File: src/rtl/pwm_update_event_gen_if.sv
// rtl/pwm_update_event_gen_if.sv - carrier, commit and strobe signals of the PWM update event generator
interface pwm_update_event_gen_if #(
    parameter int PRESC_W = 8
);
    logic               carrier_zero;
    logic               carrier_peak;
    logic [1:0]         mode;
    logic [PRESC_W-1:0] presc;
    logic               commit;
    logic               overrun_clr;
    logic               mask_event;
    logic               pending;
    logic               overrun;

    modport master (
        output carrier_zero, carrier_peak, mode, presc, commit, overrun_clr,
        input  mask_event, pending, overrun
    );

    modport slave (
        input  carrier_zero, carrier_peak, mode, presc, commit, overrun_clr,
        output mask_event, pending, overrun
    );
endinterface

File: src/rtl/pwm_update_event_gen.sv
// rtl/pwm_update_event_gen.sv - carrier-synchronous shadow-register update strobe generator
// Optional UPDATE_AUTO_EN adds auto_upd for continuous reload on every prescaled tick.
module pwm_update_event_gen #(
    parameter int PRESC_W = 8
) (
    input  logic clk,
    input  logic reset,
`ifdef UPDATE_AUTO_EN
    input  logic auto_upd,
`endif
    pwm_update_event_gen_if.slave bus
);
    typedef enum logic [1:0] {
        IDLE  = 2'b00,
        ARMED = 2'b01,
        FIRE  = 2'b10
    } state_t;

    state_t             state;
    state_t             state_nxt;
    logic [PRESC_W-1:0] pcnt;
    logic               qual;
    logic               tick;
    logic               immediate;
    logic               auto_on;
    logic               overrun_q;

`ifdef UPDATE_AUTO_EN
    assign auto_on = auto_upd;
`else
    assign auto_on = 1'b0;
`endif

    assign immediate = (bus.mode == 2'b11);

    // Simultaneous zero and peak in mode 10 collapse into a single qualifying event.
    always_comb begin
        qual = 1'b0;
        case (bus.mode)
            2'b00:   qual = bus.carrier_zero;
            2'b01:   qual = bus.carrier_peak;
            2'b10:   qual = bus.carrier_zero | bus.carrier_peak;
            default: qual = 1'b0;
        endcase
    end

    assign tick = qual && (pcnt == '0);

    // Free-running decimator; presc is only sampled on reload so a change never shortens a running count.
    always_ff @(posedge clk or posedge reset) begin
        if (reset) begin
            pcnt <= '0;
        end else if (qual) begin
            if (pcnt == '0) begin
                pcnt <= bus.presc;
            end else begin
                pcnt <= pcnt - 1'b1;
            end
        end
    end

    always_ff @(posedge clk or posedge reset) begin
        if (reset) begin
            state <= IDLE;
        end else begin
            state <= state_nxt;
        end
    end

    // A commit coinciding with a tick arms rather than fires, giving staged writes a full boundary to settle.
    always_comb begin
        state_nxt = state;
        case (state)
            IDLE: begin
                if (bus.commit && immediate) begin
                    state_nxt = FIRE;
                end else if (auto_on && (tick || immediate)) begin
                    state_nxt = FIRE;
                end else if (bus.commit) begin
                    state_nxt = ARMED;
                end
            end
            ARMED: begin
                if (tick || immediate) begin
                    state_nxt = FIRE;
                end
            end
            FIRE: begin
                state_nxt = IDLE;
            end
            default: begin
                state_nxt = IDLE;
            end
        endcase
    end

    // The encoding makes each output a single state flop, so both are glitch-free registered outputs.
    always_comb begin
        bus.mask_event = (state == FIRE);
        bus.pending    = (state == ARMED);
    end

    always_ff @(posedge clk or posedge reset) begin
        if (reset) begin
            overrun_q <= 1'b0;
        end else if (bus.commit && (state != IDLE)) begin
            overrun_q <= 1'b1;
        end else if (bus.overrun_clr) begin
            overrun_q <= 1'b0;
        end
    end

    assign bus.overrun = overrun_q;
endmodule

File: src/flat_wrapper.sv
// flat-port wrapper written by rule: the top's interface ports become plain ports
module pwm_update_event_gen_flat 
#(
    parameter int PRESC_W = 8
)
  (clk, reset, bus_carrier_zero, bus_carrier_peak, bus_mode, bus_presc, bus_commit, bus_overrun_clr, bus_mask_event, bus_pending, bus_overrun);
  pwm_update_event_gen_if #(.PRESC_W(PRESC_W)) bus_i ();
  input  logic clk;
  input  logic reset;
  input wire logic [$bits(bus_i.carrier_zero)-1:0] bus_carrier_zero;
  input wire logic [$bits(bus_i.carrier_peak)-1:0] bus_carrier_peak;
  input wire logic [$bits(bus_i.mode)-1:0] bus_mode;
  input wire logic [$bits(bus_i.presc)-1:0] bus_presc;
  input wire logic [$bits(bus_i.commit)-1:0] bus_commit;
  input wire logic [$bits(bus_i.overrun_clr)-1:0] bus_overrun_clr;
  output wire logic [$bits(bus_i.mask_event)-1:0] bus_mask_event;
  output wire logic [$bits(bus_i.pending)-1:0] bus_pending;
  output wire logic [$bits(bus_i.overrun)-1:0] bus_overrun;
  assign bus_i.carrier_zero = bus_carrier_zero;
  assign bus_i.carrier_peak = bus_carrier_peak;
  assign bus_i.mode = bus_mode;
  assign bus_i.presc = bus_presc;
  assign bus_i.commit = bus_commit;
  assign bus_i.overrun_clr = bus_overrun_clr;
  assign bus_mask_event = bus_i.mask_event;
  assign bus_pending = bus_i.pending;
  assign bus_overrun = bus_i.overrun;
  pwm_update_event_gen #(.PRESC_W(PRESC_W)) u_core (.clk(clk), .reset(reset), .bus(bus_i));
endmodule
File: config.mk
export PLATFORM = sky130hd
export DESIGN_NAME = pwm_update_event_gen_flat
export DESIGN_NICKNAME = d
export VERILOG_FILES = /design/src/rtl/pwm_update_event_gen_if.sv /design/src/rtl/pwm_update_event_gen.sv /design/src/flat_wrapper.sv
export SDC_FILE = /design/constraint.sdc
export NUM_CORES = 1
export LEC_CHECK = 0
export BUFFER_PORTS_ARGS = -buffer_cell sky130_fd_sc_hd__buf_4
export CORE_AREA = 2 2 39 41
export DETAILED_ROUTE_END_ITERATION = 7
export DIE_AREA = 0 0 41 43
export PLACE_DENSITY = 0.77
export SLEW_MARGIN = 20
export SYNTH_ARGS = -nofsm -noshare
export SYNTH_HDL_FRONTEND = slang
export SYNTH_SLANG_ARGS = --single-unit
File: constraint.sdc
create_clock -name clk -period 6.1 [get_ports clk]
set_clock_uncertainty 0.15 [all_clocks]
set_input_delay 0.61 -clock clk [delete_from_list [all_inputs] [get_ports clk]]
set_output_delay 0.61 -clock clk [all_outputs]
set_load 0.005 [all_outputs]
## After elaboration in Yosys (flattened, before gate mapping)

Cells that the tools add are included.

- Output and inout port bits: 3
- Input port bits: 16
- Register bits: 11
- Logic and storage cells: 30

- $add $sub $neg: 1
- Bitwise logic cells: 1
- Multiplexer cells: 8
- Equal/unequal tests: 7
- Reduce and logical (&&, ||, !) cells: 10

Operators with widths:

| operator | number |
|---|---|
| $logic_not A8 Y1 | 1 |
| $mux W8 | 1 |
| $sub A8 B1 Y8 const B | 1 |
| $eq A2 B2 Y1 const B | 3 |
| $mux W2 | 3 |
| $eq A2 B1 Y1 const B | 2 |
| $logic_not A2 Y1 | 2 |
| $pmux W2 S2 | 1 |
| $reduce_bool A2 Y1 | 2 |
| $logic_and A1 B1 Y1 | 3 |
| $ne A3 B2 Y1 const B | 1 |
| $pmux W1 S3 | 1 |
| $mux W1 | 2 |
| $ne A2 B1 Y1 const B | 1 |
| $reduce_and A2 Y1 | 1 |
| $logic_or A1 B1 Y1 | 1 |
| $or A1 B1 Y1 | 1 |

## Longest topological paths before layout

- Depth after elaboration: 6
- Mapped depth: 5
- Depth with buffers taken out: 5

## Worst setup path after synthesis

Ideal clock, no wire load.

- Path type: flip-flop to flip-flop
- Start: register u_core.pcnt[2]
- End: register u_core.pcnt[5]
- Arrival time: 1.623 ns
- Cell stages (with the launch flop): 5
- Setup slack: 4.201 ns
- Period minus slack after synthesis: 1.899 ns
- Path through: dfrtp_1 > or4_4 > nor4b_4 > mux2i_1 > o21ai_1

- Word-level cells in the longest chain between the ends: 2
- Elaborated cells between the ends (all ways): 3

Ends and longest elaborated chain:

| what | line | text |
|---|---|---|
| from (decl) | pwm_update_event_gen.sv:21 | `logic [PRESC_W-1:0] pcnt;` |
| from (signal assigned) | pwm_update_event_gen.sv:55 | `pcnt <= bus.presc;` |
| from (signal assigned) | pwm_update_event_gen.sv:57 | `pcnt <= pcnt - 1'b1;` |
| $sub A8 B1 Y8 / $logic_not A8 Y1 (equally long branches) | pwm_update_event_gen.sv:57, pwm_update_event_gen.sv:54 |  |
| $mux W8 (*) | pwm_update_event_gen.sv:54 | `if (pcnt == '0) begin` |

Every way passes the cells marked *; elsewhere a longest branch is shown, timed or not.
A chain may end at the register's enable or synchronous reset.

## Final worst setup path

- Start: register u_core.pcnt[2]
- End: register u_core.state[0]

- Word-level cells in the longest chain between the ends: 5

Ends and longest elaborated chain:

| what | line | text |
|---|---|---|
| $logic_not A8 Y1 | pwm_update_event_gen.sv:47 | `assign tick = qual && (pcnt == '0);` |
| $logic_and A1 B1 Y1 | pwm_update_event_gen.sv:47 |  |
| $logic_or A1 B1 Y1 | - |  |
| $ne A2 B1 Y1 (no source line) | - |  |
| $reduce_and A2 Y1 (no source line) | - |  |
| to (signal assigned) | pwm_update_event_gen.sv:66 | `state <= state_nxt;` |
| to (decl) | pwm_update_event_gen.sv:19 | `state_t state;` |

No other way between the ends.

==> flow_summary.yaml <==
logic_synthesis:
  netlist_instances: 75
  ys_seq_area_share_pct: 40.8
  ys_ff_latch: 11
  syn_avg_cell_area_um2: 8.99
  synth.distinct_cells: 31
  yosysWarningCount: 0
  syn_nets: 93
  netlist_area_um2: 674
clock_network:
  clock_latency_ns: 0.27
  htreeDepth: 1
  ctsRootBufferMaster: "clkbuf_4"
  cts_buffer_depth: 2
  cts_buffers: 3
  cts_sinks: 11
  cts_setup_buffers: 0
  cts_resized: 0
  clk_pin_slew_ns: 0.07
  ctsHoldBuffers: 0
  cts_tree: "yes"
finish:
  fin_area_um2: 852
  area.sequential_um2: 275
  n_antenna_cell: 0
  fill_cells: 132
  syn_to_final_growth_pct: 26.3
  final_common_cell: "buf_4"
  layout.nets: 115
  final_cell_mix: "buf_4 (18), dfrtp_1 (11), o21ai_0 (8)"
  multiInputGateArea_um2: 377
  drive_gt1_share_pct: 27.1
drt:
  wl_per_cell_um: 14.3
  wirelength_um: 1600
  drt_iter0_drc: 13
  drtPass1Iterations: 6
  drc: 0
  postRouteAntennaNets: 0
  viasPerCell: 5.96
  num_vias: 668
timing:
  finalCriticalPeriod_ns: 2.11
  setup_violations: 0
  relSlewSlack_pct: 46.2
  finalHoldViolations: 0
  fmaxAchievable_mhz: 474
  grt_setup_unrepaired: "no"
  max_slew.worst_pin.slew_ns: 0.808
  whs_ns: 0.183
  post-route-period-util_pct: 34.6
  fin_tns_setup_ns: 0
  drv_slew: 0
die:
  fp.dieH_um: 43
  row_count: 14
  die_w_um: 41
  core_um2: 1380
  initial_core_util_pct: 48.7
  dieArea_um2: 1760
  boundaryPins: 19
setup_path:
  path_class: "reg -> reg"
  cp_data_required_time_ns: 6.11
  cp-start-kind: "flip-flop"
  cp-end-kind: "flip-flop"
  crit_fanout: 6
  cp.arrival_ns: 2.12
min_path:
  hp-class: "in -> async"
run:
  drv_cap: 0
grt:
  grt_pass1_vias: 632
  grt.total_usage_pct: 22.6
  grt_max_degree: 12
  antenna_found_initial: 0
  grt_first_pass_wirelength_um: 2650
  grt_overflow: 0
placement:
  placement.cell_area_um2: 826
  port_buffers: 18
  gp_congestion: 0.864
  place_hpwl_um: 1200
power_and_ir_drop:
  power.leakage_nw: 0.374
  power_density_nw_per_um2: 347
  peakVddDrop_mv: 0.195
outcome:
  status: "finished clean"
[cells by family after synthesis]
| kind of cell | Yosys count | share of synthesized area [%] |
|---|---|---|
| compound gates | 24 | 22.3 |
| fa+ha+maj | 2 | 3.71 |
| buf+inv | 6 | 3.34 |
| flops | 11 | 40.8 |
| mux | 3 | 4.64 |
| simple gates | 29 | 25.2 |
[cell usage after synthesis]
| master | count | area share, % |
|---|---|---|
| mux2_2 | 1 | 1.7 |
| nand3b_1 | 1 | 1.1 |
| or2_2 | 1 | 0.93 |
| a22oi_1 | 1 | 1.1 |
| nor2_1 | 5 | 2.8 |
| a31oi_1 | 2 | 1.9 |
| nor3b_1 | 1 | 1.1 |
| o22ai_1 | 1 | 0.93 |
| o211ai_1 | 1 | 1.1 |
| and2b_2 | 1 | 1.3 |
| clkbuf_1 | 1 | 0.56 |
| nor4_1 | 1 | 0.93 |
| nor3_1 | 3 | 2.2 |
| nand2_1 | 7 | 3.9 |
| nor2b_1 | 2 | 1.9 |
| mux2i_1 | 2 | 3.0 |
| ha_1 | 2 | 3.7 |
| o21ai_0 | 8 | 5.9 |
| o22a_1 | 1 | 1.3 |
| nand3_1 | 4 | 3.0 |
| a211oi_1 | 1 | 1.1 |
| and3_1 | 1 | 0.93 |
| a2bb2oi_1 | 2 | 2.6 |
| a21oi_1 | 4 | 3.0 |
| or4_4 | 1 | 1.7 |
| dfrtp_1 | 11 | 41 |
| o2bb2ai_1 | 1 | 1.3 |
| nor4b_4 | 1 | 3.5 |
| o21ai_1 | 1 | 0.74 |
| inv_1 | 5 | 2.8 |
| a41oi_1 | 1 | 1.3 |
[cell type report]
type | count | area share, %
repair buffers | 18 | 15.9
flip-flops and latches | 11 | 32.3
multi-input cells | 58 | 44.2
inverters | 5 | 2.20
clock buffers | 4 | 3.08
well taps | 16 | 2.35
[worst max-delay path: stages (launching register included)]
cell	delay, ns
dfrtp_1	0.44
or4_4	0.60
nor4b_4	0.46
nand3_1	0.16
nor3b_1	0.19
[sequential cells by signal, summed over array words and instances (netlist names)]
name,count
u_core.state,2
u_core.pcnt,8
u_core.bus.overrun,1
[per-stage QoR]
step	power [mW]	cells	utilization, %	worst slack, ns
after floorplan	0.207	75	-	4.20
after global placement	0.235	108	59.7	4.07
after detailed placement	0.242	108	59.7	4.02
after CTS	0.296	112	61.6	3.99
after global routing	0.320	112	61.6	3.82
final	0.296	112	61.6	3.99
[worst paths after layout]
kind | depth (start not counted) | slack, ns | startpoint | endpoint
max | 4 | 3.99 | u_core.pcnt[2] | u_core.state[0]
min | 2 | 0.18 | reset | u_core.bus.overrun
max reg2reg | 4 | 3.99 | u_core.pcnt[2] | u_core.state[0]
min reg2reg | 1 | 0.34 | u_core.state[1] | u_core.state[1]
max in group asynchronous | 2 | 5.32 | reset | u_core.pcnt[4]
min in group clk | 1 | 0.34 | u_core.state[1] | u_core.state[1]
[metal layers]
layer,part of all wire (%),up-vias,global-route usage (%)
met3,5.4,4,9.42
met1,40,324,26.4
li1,-,320,-
met5,0,-,0
met2,54,20,35.0
met4,0.62,0,8.67
[power by group]
group	switching [mW]	total, mW	internal [mW]	leakage (nW)
registers	0.0383	0.138	0.100	0.132
clock network	0.0248	0.0501	0.0254	0.0150
logic	0.0512	0.107	0.0558	0.227
(Power assumes the default switching activity.)
